<file path="config.mk">
export PLATFORM = sky130hd
export DESIGN_NAME = n64_receive_frame
export DESIGN_NICKNAME = d
export VERILOG_FILES = /design/src/rtl/n64_pkg.sv /design/src/rtl/n64_line_sync.sv /design/src/rtl/n64_receive_frame.sv
export SDC_FILE = /design/constraint.sdc
export NUM_CORES = 1
export LEC_CHECK = 0
export ABC_AREA = 0
export BUFFER_PORTS_ARGS = -buffer_cell sky130_fd_sc_hd__buf_4
export CELL_PAD_IN_SITES_DETAIL_PLACEMENT = 1
export CELL_PAD_IN_SITES_GLOBAL_PLACEMENT = 1
export CORE_ASPECT_RATIO = 0.6
export CORE_UTILIZATION = 48
export CTS_CLUSTER_SIZE = 16
export DETAILED_ROUTE_END_ITERATION = 10
export PLACE_DENSITY_LB_ADDON = 0.1
export REMOVE_ABC_BUFFERS = 1
export SYNTH_ARGS = -nofsm -noshare
export SYNTH_HDL_FRONTEND = slang
export SYNTH_SLANG_ARGS = --single-unit
</file>
<file path="constraint.sdc">
create_clock -name sys_clk_i -period 2.7 [get_ports sys_clk_i]
set_input_delay 0.27 -clock sys_clk_i [delete_from_list [all_inputs] [get_ports sys_clk_i]]
set_output_delay 0.27 -clock sys_clk_i [all_outputs]
set_load 0.005 [all_outputs]
</file>
<file path="src/rtl/n64_pkg.sv">
// n64_pkg
// Shared definitions for the N64/GC one-wire link (receiver and transmitter).
//   - Timing constants in sys_clk cycles for a 50 MHz clock (ONE_US = 50).
//   - Default receiver thresholds derived from those constants.
//   - Receiver state enum and stop-type encodings.
//   - Saturating byte-counter increment helper.
package n64_pkg;

    localparam int unsigned ONE_US   = 50;
    localparam int unsigned TWO_US   = 2 * ONE_US;
    localparam int unsigned THREE_US = 3 * ONE_US;
    localparam int unsigned FOUR_US  = 4 * ONE_US;

    // Receiver defaults. BIT_SPLIT sits midway between the 1 us and 3 us lows;
    // STOP_SPLIT sits midway between the 1 us and 2 us stop lows.
    localparam int unsigned GLITCH_MIN_DEF   = 10;
    localparam int unsigned BIT_SPLIT_DEF    = TWO_US;
    localparam int unsigned STOP_SPLIT_DEF   = (ONE_US + TWO_US) / 2;
    localparam int unsigned MAX_LOW_DEF      = FOUR_US + ONE_US;
    localparam int unsigned IDLE_TIMEOUT_DEF = FOUR_US + ONE_US;
    localparam int unsigned CNT_W_DEF        = 9;

    typedef enum logic [1:0] {
        RX_IDLE  = 2'd0,
        RX_LOW   = 2'd1,
        RX_HIGH  = 2'd2,
        RX_DRAIN = 2'd3
    } rx_state_e;

    localparam logic STOP_CONSOLE    = 1'b0;
    localparam logic STOP_CONTROLLER = 1'b1;

    function automatic logic [5:0] byte_cnt_inc(input logic [5:0] v);
        return (v == 6'd63) ? v : v + 6'd1;
    endfunction

endpackage

</file>
<file path="src/rtl/n64_line_sync.sv">
// n64_line_sync
// Two-flop synchronizer for the asynchronous data line plus edge pulses on
// the synchronized value. Flops preset to 1 so the idle (high) line produces
// no spurious edge after reset.
//   clk_i    in   system clock
//   rst_n_i  in   asynchronous active-low reset
//   line_i   in   raw asynchronous line
//   line_o   out  synchronized line level
//   rise_o   out  1-cycle pulse, synchronized line went 0 -> 1
//   fall_o   out  1-cycle pulse, synchronized line went 1 -> 0
module n64_line_sync (
    input  logic clk_i,
    input  logic rst_n_i,
    input  logic line_i,
    output logic line_o,
    output logic rise_o,
    output logic fall_o
);

    logic [1:0] sync_q;
    logic       prev_q;

    always_ff @(posedge clk_i or negedge rst_n_i) begin
        if (!rst_n_i) begin
            sync_q <= 2'b11;
            prev_q <= 1'b1;
        end else begin
            sync_q <= {sync_q[0], line_i};
            prev_q <= sync_q[1];
        end
    end

    assign line_o = sync_q[1];
    assign rise_o = sync_q[1] & ~prev_q;
    assign fall_o = ~sync_q[1] & prev_q;

endmodule

</file>
<file path="src/rtl/n64_receive_frame.sv">
// n64_receive_frame
// Receive side of the N64/GC one-wire link. Measures each low pulse on the
// synchronized line, decodes data bits and the stop bit, assembles MSB-first
// bytes and reports frame completion or faults.
//   sys_clk_i      in   system clock (50 MHz)
//   rst_n_i        in   asynchronous active-low reset
//   enable_i       in   receiver armed; low forces IDLE
//   n64d_in_i      in   raw data line (asynchronous)
//   rx_byte_o      out  last completed byte, held
//   byte_valid_o   out  1-cycle pulse when rx_byte_o updates
//   frame_done_o   out  1-cycle pulse at end of a good frame
//   frame_bytes_o  out  byte count of last good frame (saturates at 63)
//   stop_type_o    out  1 = controller stop, 0 = console stop
//   frame_error_o  out  1-cycle pulse on a line or framing fault
//
// state    | meaning
// ---------+----------------------------------------------------------------
// RX_IDLE  | no frame in progress, waiting for the first falling edge
// RX_LOW   | line low, measuring pulse width in cnt_q
// RX_HIGH  | line high after a valid pulse, counting toward end-of-frame
// RX_DRAIN | after a fault, waiting for the line to stay high long enough
module n64_receive_frame
    import n64_pkg::*;
#(
    parameter int unsigned GLITCH_MIN   = GLITCH_MIN_DEF,
    parameter int unsigned BIT_SPLIT    = BIT_SPLIT_DEF,
    parameter int unsigned STOP_SPLIT   = STOP_SPLIT_DEF,
    parameter int unsigned MAX_LOW      = MAX_LOW_DEF,
    parameter int unsigned IDLE_TIMEOUT = IDLE_TIMEOUT_DEF,
    parameter int unsigned CNT_W        = CNT_W_DEF
) (
    input  logic       sys_clk_i,
    input  logic       rst_n_i,
    input  logic       enable_i,
    input  logic       n64d_in_i,
    output logic [7:0] rx_byte_o,
    output logic       byte_valid_o,
    output logic       frame_done_o,
    output logic [5:0] frame_bytes_o,
    output logic       stop_type_o,
    output logic       frame_error_o
);

    localparam logic [CNT_W-1:0] CNT_ONE    = CNT_W'(1);
    localparam logic [CNT_W-1:0] GLITCH_C   = CNT_W'(GLITCH_MIN);
    localparam logic [CNT_W-1:0] BIT_C      = CNT_W'(BIT_SPLIT);
    localparam logic [CNT_W-1:0] STOP_C     = CNT_W'(STOP_SPLIT);
    localparam logic [CNT_W-1:0] MAX_LOW_C  = CNT_W'(MAX_LOW);
    localparam logic [CNT_W-1:0] IDLE_C     = CNT_W'(IDLE_TIMEOUT);
    localparam logic [CNT_W-1:0] IDLE_M1_C  = CNT_W'(IDLE_TIMEOUT - 1);

    logic line_s, rise_s, fall_s;

    n64_line_sync u_sync (
        .clk_i   (sys_clk_i),
        .rst_n_i (rst_n_i),
        .line_i  (n64d_in_i),
        .line_o  (line_s),
        .rise_o  (rise_s),
        .fall_o  (fall_s)
    );

    rx_state_e        state_q, state_d;
    rx_state_e        resume_q, resume_d;
    logic [CNT_W-1:0] cnt_q, cnt_d;
    logic [CNT_W-1:0] cnt_save_q, cnt_save_d;
    logic [7:0]       shift_q, shift_d;
    logic [2:0]       bit_cnt_q, bit_cnt_d;
    logic [5:0]       byte_cnt_q, byte_cnt_d;
    logic             pend_bit_q, pend_bit_d;
    logic             pend_stop_q, pend_stop_d;
    logic             pend_valid_q, pend_valid_d;
    logic [7:0]       rx_byte_q, rx_byte_d;
    logic             byte_valid_q, byte_valid_d;
    logic             frame_done_q, frame_done_d;
    logic [5:0]       frame_bytes_q, frame_bytes_d;
    logic             stop_type_q, stop_type_d;
    logic             frame_error_q, frame_error_d;

    always_ff @(posedge sys_clk_i or negedge rst_n_i) begin
        if (!rst_n_i) begin
            state_q       <= RX_IDLE;
            resume_q      <= RX_IDLE;
            cnt_q         <= '0;
            cnt_save_q    <= '0;
            shift_q       <= '0;
            bit_cnt_q     <= '0;
            byte_cnt_q    <= '0;
            pend_bit_q    <= 1'b0;
            pend_stop_q   <= 1'b0;
            pend_valid_q  <= 1'b0;
            rx_byte_q     <= '0;
            byte_valid_q  <= 1'b0;
            frame_done_q  <= 1'b0;
            frame_bytes_q <= '0;
            stop_type_q   <= 1'b0;
            frame_error_q <= 1'b0;
        end else begin
            state_q       <= state_d;
            resume_q      <= resume_d;
            cnt_q         <= cnt_d;
            cnt_save_q    <= cnt_save_d;
            shift_q       <= shift_d;
            bit_cnt_q     <= bit_cnt_d;
            byte_cnt_q    <= byte_cnt_d;
            pend_bit_q    <= pend_bit_d;
            pend_stop_q   <= pend_stop_d;
            pend_valid_q  <= pend_valid_d;
            rx_byte_q     <= rx_byte_d;
            byte_valid_q  <= byte_valid_d;
            frame_done_q  <= frame_done_d;
            frame_bytes_q <= frame_bytes_d;
            stop_type_q   <= stop_type_d;
            frame_error_q <= frame_error_d;
        end
    end

    always_comb begin
        state_d       = state_q;
        resume_d      = resume_q;
        cnt_d         = cnt_q;
        cnt_save_d    = cnt_save_q;
        shift_d       = shift_q;
        bit_cnt_d     = bit_cnt_q;
        byte_cnt_d    = byte_cnt_q;
        pend_bit_d    = pend_bit_q;
        pend_stop_d   = pend_stop_q;
        pend_valid_d  = pend_valid_q;
        rx_byte_d     = rx_byte_q;
        byte_valid_d  = 1'b0;
        frame_done_d  = 1'b0;
        frame_bytes_d = frame_bytes_q;
        stop_type_d   = stop_type_q;
        frame_error_d = 1'b0;

        if (!enable_i) begin
            state_d      = RX_IDLE;
            cnt_d        = '0;
            bit_cnt_d    = '0;
            byte_cnt_d   = '0;
            pend_valid_d = 1'b0;
        end else begin
            case (state_q)
                RX_IDLE: begin
                    if (fall_s) begin
                        state_d      = RX_LOW;
                        resume_d     = RX_IDLE;
                        cnt_d        = CNT_ONE;
                        cnt_save_d   = '0;
                        bit_cnt_d    = '0;
                        byte_cnt_d   = '0;
                        pend_valid_d = 1'b0;
                    end
                end

                RX_LOW: begin
                    if (cnt_q >= MAX_LOW_C) begin
                        frame_error_d = 1'b1;
                        state_d       = RX_DRAIN;
                        cnt_d         = '0;
                    end else if (rise_s) begin
                        if (cnt_q < GLITCH_C) begin
                            // Glitch: resume as if it never happened; the high
                            // time keeps accumulating across the glitch.
                            state_d = resume_q;
                            cnt_d   = cnt_save_q + cnt_q;
                        end else begin
                            pend_bit_d   = (cnt_q < BIT_C);
                            pend_stop_d  = (cnt_q >= STOP_C);
                            pend_valid_d = 1'b1;
                            state_d      = RX_HIGH;
                            cnt_d        = '0;
                        end
                    end else begin
                        cnt_d = cnt_q + CNT_ONE;
                    end
                end

                RX_HIGH: begin
                    if (fall_s) begin
                        // A further falling edge proves the pending bit was
                        // data, not stop. pend_valid guards against a second
                        // commit when a glitch returns us here.
                        if (pend_valid_q) begin
                            shift_d      = {shift_q[6:0], pend_bit_q};
                            bit_cnt_d    = bit_cnt_q + 3'd1;
                            pend_valid_d = 1'b0;
                            if (bit_cnt_q == 3'd7) begin
                                rx_byte_d    = {shift_q[6:0], pend_bit_q};
                                byte_valid_d = 1'b1;
                                byte_cnt_d   = byte_cnt_inc(byte_cnt_q);
                            end
                        end
                        state_d    = RX_LOW;
                        resume_d   = RX_HIGH;
                        cnt_save_d = cnt_q;
                        cnt_d      = CNT_ONE;
                    end else if (cnt_q >= IDLE_C) begin
                        if (bit_cnt_q == 3'd0 && byte_cnt_q != 6'd0) begin
                            frame_done_d  = 1'b1;
                            frame_bytes_d = byte_cnt_q;
                            stop_type_d   = pend_stop_q;
                        end else begin
                            frame_error_d = 1'b1;
                        end
                        state_d      = RX_IDLE;
                        cnt_d        = '0;
                        pend_valid_d = 1'b0;
                    end else begin
                        cnt_d = cnt_q + CNT_ONE;
                    end
                end

                RX_DRAIN: begin
                    // Exit one count early so a falling edge arriving right
                    // after a full IDLE_TIMEOUT of high is seen from IDLE.
                    if (!line_s) begin
                        cnt_d = '0;
                    end else if (cnt_q >= IDLE_M1_C) begin
                        state_d = RX_IDLE;
                        cnt_d   = '0;
                    end else begin
                        cnt_d = cnt_q + CNT_ONE;
                    end
                end

                default: begin
                    state_d = RX_IDLE;
                    cnt_d   = '0;
                end
            endcase
        end
    end

    assign rx_byte_o     = rx_byte_q;
    assign byte_valid_o  = byte_valid_q;
    assign frame_done_o  = frame_done_q;
    assign frame_bytes_o = frame_bytes_q;
    assign stop_type_o   = stop_type_q;
    assign frame_error_o = frame_error_q;

endmodule
</file>
**Word-level counts from Yosys, hierarchy flattened**

Index checks and enable logic that the tools add are counted.
Widths: inputs -> output; s select.

- Logic and storage cells: 131
- Register bits after elaboration: 62
- Output and inout bits: 18

- Mux-type cells: 62
- Eq/ne operators: 21
- Bitwise operators: 7
- $add $sub $neg: 4
- Order comparisons: 5
- Reduce and logical (&&, ||, !) cells: 14

Operators by type and width:

| operator | count |
|---|---|
| $mux 9 | 11 |
| $mux 6 | 6 |
| $pmux 9 s4 | 1 |
| $ne 3x3->1 const B | 9 |
| $mux 1 | 22 |
| $mux 2 | 11 |
| $reduce_and 5->1 | 4 |
| $ge 9x8->1 const B | 2 |
| $pmux 9 s2 | 1 |
| $mux 3 | 4 |
| $pmux 6 s2 | 1 |
| $reduce_and 4->1 | 3 |
| $reduce_and 6->1 | 2 |
| $add 9x1->9 const B | 1 |
| $add 9x9->9 | 1 |
| $ge 9x7->1 const B | 1 |
| $lt 9x4->1 const B | 1 |
| $lt 9x7->1 const B | 1 |
| $ne 4x4->1 const B | 2 |
| $pmux 2 s4 | 1 |
| $add 6x1->6 const B | 1 |
| $eq 6x6->1 const B | 1 |
| $pmux 3 s2 | 1 |
| $reduce_bool 6->1 | 1 |
| 17 further kinds | 24 |

**Longest topological paths before layout**

- Depth after elaboration: 7
- Gate-level depth with buffers: 9
- Gate-level depth less buffers: 8

**Hierarchy**

Synthesis repeated with hierarchy kept, for this count alone.

- Cells, all modules: 305
- Area, all modules: 3310.7 µm²

Modules (own cells, without submodules):

| module | area an instance (µm²) | seq. area each (µm²) | instances | cells each |
|---|---|---|---|---|
| n64_receive_frame | 3216.8 | 1451.4 | 1 | 300 |
| n64_line_sync | 93.8 | 78.8 | 1 | 5 |

**Least setup slack after synthesis**

OpenSTA, ideal clock, no wires.

- Kind: register to register
- Start point: register cnt_q[0]
- End point: register cnt_q[8]
- Cell stages (with the launch flop): 9
- Period minus slack after synthesis: 2163 ps
- Buffers on the path: 0
- Arrival time: 2041 ps
- Setup slack: 537 ps
- Cell sequence: dfrtp_1 -> ha_1 -> fa_1 -> a211oi_1 -> nor2_1 -> o31ai_1 -> a21oi_1 -> xor2_1 -> a32o_1

- Word-level cells in the longest chain between the ends: 6
- Elaborated cells between the ends (all ways): 14

Ends and longest elaborated chain:

| item | RTL line | source |
|---|---|---|
| start: declaration | n64_receive_frame.sv:65 | `logic [CNT_W-1:0] cnt_q, cnt_d;` |
| start signal: assignment | n64_receive_frame.sv:101 | `cnt_q <= cnt_d;` |
| $add 9x9->9 / $lt 9x4->1 (equally long branches) | n64_receive_frame.sv:166, n64_receive_frame.sv:162 |  |
| $mux 9 | n64_receive_frame.sv:162 | `if (cnt_q < GLITCH_C) begin` |
| $mux 9 | n64_receive_frame.sv:161 | `end else if (rise_s) begin` |
| $mux 9 | n64_receive_frame.sv:157 | `if (cnt_q >= MAX_LOW_C) begin` |
| $pmux 9 s4 * | n64_receive_frame.sv:143 | `case (state_q)` |
| $mux 9 * | n64_receive_frame.sv:136 | `if (!enable_i) begin` |

Mark *: on every way between the ends. The rest lies on a longest branch, timed or not.
A chain may end at the register's enable or synchronous reset.

**Worst setup path in the final report**

- Start point: register cnt_q[1]
- End point: register cnt_q[7]

The elaborated chain is that of the path after synthesis.

==> summary.txt <==
Status
  – Status: finished with violations
  – Violated checks: negative hold slack

STA
  – Slew Limit Fails: 0
  – Max Clk Rate: 407 MHz
  – Setup violators final: 0
  – Slew headroom: 0.479
  – Least-Margin Pin Slew: 0.782 ns
  – Final Hold Viols: 1
  – RSZ-0062 raised after global routing: false
  – Final setup skew: 0.00686 ns
  – Final worst-path cycle share: 0.910
  – Final min period: 2.46 ns
  – Slack of the critical path: 0.244 ns
  – Hold Worst Slack: -0.00412 ns

Power and ir drop
  – Power share of the clock group: 0.447
  – Register share of total power: 0.404
  – Logic pwr share: 0.149
  – VDD IR-drop max: 501 uV
  – Leakage power: 0.00193 uW
  – Sw Ratio: 0.292
  – Switching power: 691 uW
  – Total Power: 2370 uW
  – Internal: 1680 uW
  – Pwr/cell area: 598 nW/um2

GRT
  – Largest net degree at the start of global routing: 62
  – Initial antenna violation count: 0
  – Vias in the first global route: 2704
  – Global route total overflow: 0
  – GRT Total Usage: 0.271
  – First-pass GRT wire length: 14800 um

Detailed routing
  – Via count: 2677
  – Post-DRT Antenna Nets: 0
  – Residual DRC: 0
  – Wirelength, routed: 9050 um
  – Wire per inst: 20.5 um
  – DRT iter0 DRCs: 140
  – Number of vias per cell: 6.07
  – DRT Pass-1 Iters: 4

Worst hold path
  – Worst min path class: primary input to async pin

Yosys
  – Synth top area share: 0.426
  – Average instance area after synthesis: 10.6 um2
  – Netlist cell types: 64
  – Post-Syn Area: 3410 um2
  – Post-synth EDFFs: 0
  – Synth Register Bits: 61
  – Async set-reset flop share out of synthesis: 1.00
  – Gate Count Post-Synth: 320
  – Most used flip-flop cell after synthesis: dfrtp_1
  – Register area share after synthesis: 0.449
  – Leading area contributor after synthesis: dfrtp_1
  – Warnings, synthesis: 0
  – Synth area leaders: dfrtp_1, mux2_2, ha_1, nor2_1, a22o_1

Worst setup path
  – Worst setup path startpoint: cnt_q[1]$_DFFE_PN0P_
  – WP depth: 6
  – Crit path buf inv count: 0
  – Flop2flop setup slack: 0.24 ns
  – Max incr delay on CP: 0.54 ns
  – CP top delay family: compound AO/OA/AOI/OAI gates
  – Worst r2r src: cnt_q[1]$_DFFE_PN0P_
  – WS Path Type: flip-flop to flip-flop
  – Worst path cell trace: or2_2, a31oi_2, a32oi_1, a21boi_2, a41oi_1, o2bb2ai_1
  – Startpoint Class: flip-flop
  – Crit path DAT: 2.72 ns
  – Worst Setup EP: cnt_q[7]$_DFFE_PN0P_
  – Critical-path top delay cell: a31oi_2
  – Setup crit end kind: flip-flop
  – Register-to-Register Path Depth: 6
  – Reg2Reg Capture Point: cnt_q[7]$_DFFE_PN0P_
  – Worst-path maximum fanout: 11
  – Req. time, crit path: 2.97 ns

Placement
  – Place WS: -0.0429 ns
  – Post-DP HPWL: 6540 um
  – GPL Wtd Cong: 0.845
  – IO buf count: 21

Floorplan
  – Core area: 6760 um2
  – I/O pins: 22
  – Rows: 23
  – Area of the die: 7450 um2
  – Die W: 111 um
  – Die Span Y: 67.3 um
  – Initial core utilization: 0.504

Clocking
  – Htree depth: 3
  – Clock sink count: 61
  – Total CTS buffers: 9
  – CTS max path bufs: 2
  – CTS tree: built
  – Clk slew on worst S/H paths: 0.06 ns
  – CTS Root Cell: clkbuf_16
  – Clk_lat worst skew: 0.34 ns

Layout
  – Commonest non-fill, non-tap cells in the layout: dfrtp_1, buf_4, nor2_1, mux2_2, ha_1
  – Multi-input gate area: 1770 um2
  – Storage cell area: 1530 um2
  – Final core occ: 0.586
  – Most common cell after layout, fill and taps aside: dfrtp_1
  – Layout area overhead: 16.2%
  – Share of cells above drive strength 1: 0.240
  – # nets final: 373
  – Fillers: 720
  – ANT cells: 0

Flow run
  – Max-cap violation count: 0
## power by group through the flow
stage               clock network, uW  registers, uW  logic, uW
CTS                              1080            958        351
global route                     1120            962        394
floorplan                           0            976        221
finish                           1060            958        352
global placement                    0            971        346
detailed placement                  0            973        349
## worst min-delay path by stage
stage	from	endpoint	slack (ns)	cells after the start
after global routing	n64d_in_i	u_sync.sync_q[0]$_DFF_PN1_	0.03	1
after global placement	u_sync.sync_q[0]$_DFF_PN1_	u_sync.sync_q[1]$_DFF_PN1_	0.35	0
after detailed placement	u_sync.sync_q[0]$_DFF_PN1_	u_sync.sync_q[1]$_DFF_PN1_	0.35	0
final	rst_n_i	cnt_save_q[5]$_DFFE_PN0P_	-0.004	1
after floorplan	rst_n_i	bit_cnt_q[0]$_DFFE_PN0P_	-0.03	0
after CTS	rst_n_i	cnt_save_q[5]$_DFFE_PN0P_	0.03	1
## per-layer routing
metal / global-route usage / vias to the layer above / part of all wire
li1: - / 1245 / -
met1: 0.385 / 1361 / 0.50
met2: 0.386 / 66 / 0.42
met3: 0.106 / 5 / 0.071
met4: 0.0617 / 0 / 0.0077
met5: 0 / - / 0
## synth_stat cells, types with 4 or more instances
cell / number
dfrtp_1: 58
nor2_1: 25
mux2_2: 24
ha_1: 19
nand2_1: 18
nand3_1: 15
o21ai_0: 15
a21oi_1: 14
a22o_1: 10
inv_1: 10
clkbuf_1: 7
xnor2_1: 6
xor2_1: 5
a211oi_1: 4
a21o_1: 4
nand2b_1: 4
o211ai_1: 4
## cell families (layout without fill, tap and decap cells)
group | Yosys count | in the layout | share of synthesized area
compound gates | 89 | 89 | 0.190
xor+xnor | 11 | 11 | 0.0283
fa+ha+maj | 20 | 20 | 0.0757
buf+inv | 24 | 58 | 0.0331
flops | 61 | 61 | 0.449
mux | 25 | 25 | 0.0823
simple gates | 90 | 90 | 0.142
## state kept, by name, indices dropped and copies added (netlist names)
name           flops
cnt_save_q         9
pend_stop_q        1
byte_valid_o       1
pend_bit_q         1
pend_valid_q       1
u_sync.sync_q      2
rx_byte_o          8
byte_cnt_q         6
state_q            2
frame_done_o       1
frame_error_o      1
cnt_q              9
stop_type_o        1
bit_cnt_q          3
frame_bytes_o      6
u_sync.prev_q      1
shift_q            7
resume_q           1
## per-stage QoR
stage,hold WS [ns],setup TNS (ns),instance area (um2),instances
global route,0.0274,0,3960,441
floorplan,-0.0256,0,3330,306
finish,-0.00412,0,3960,441
CTS,0.0308,0,3960,441
detailed placement,0.350,-0.0559,3680,425
global placement,0.353,0,3680,425
## what timing repair did
item | 4_1_cts | 5_1_grt
setup buffers | 0 | 0
endpoints found under the setup margin | 3 | 0
resized for setup | 1 | 0
hold buffers | 0 | 0
hold endpoints to repair | 0 | 0
## cell type report
cell class,instances,area share
timing repair buffer,32,0.0607
sequential,61,0.386
clock buffer,9,0.0569
inverter,10,0.00948
clock inverter,7,0.0130
tap,87,0.0275
multi-input combinational,235,0.446
## worst reg2reg max path, stage by stage, from the launching register on
cell and delay [ns]:
dfrtp_1 0.51, or2_2 0.36, a31oi_2 0.54, a32oi_1 0.22
a21boi_2 0.40, a41oi_1 0.19, o2bb2ai_1 0.16
Note: power is estimated with default switching activity, not from simulation.
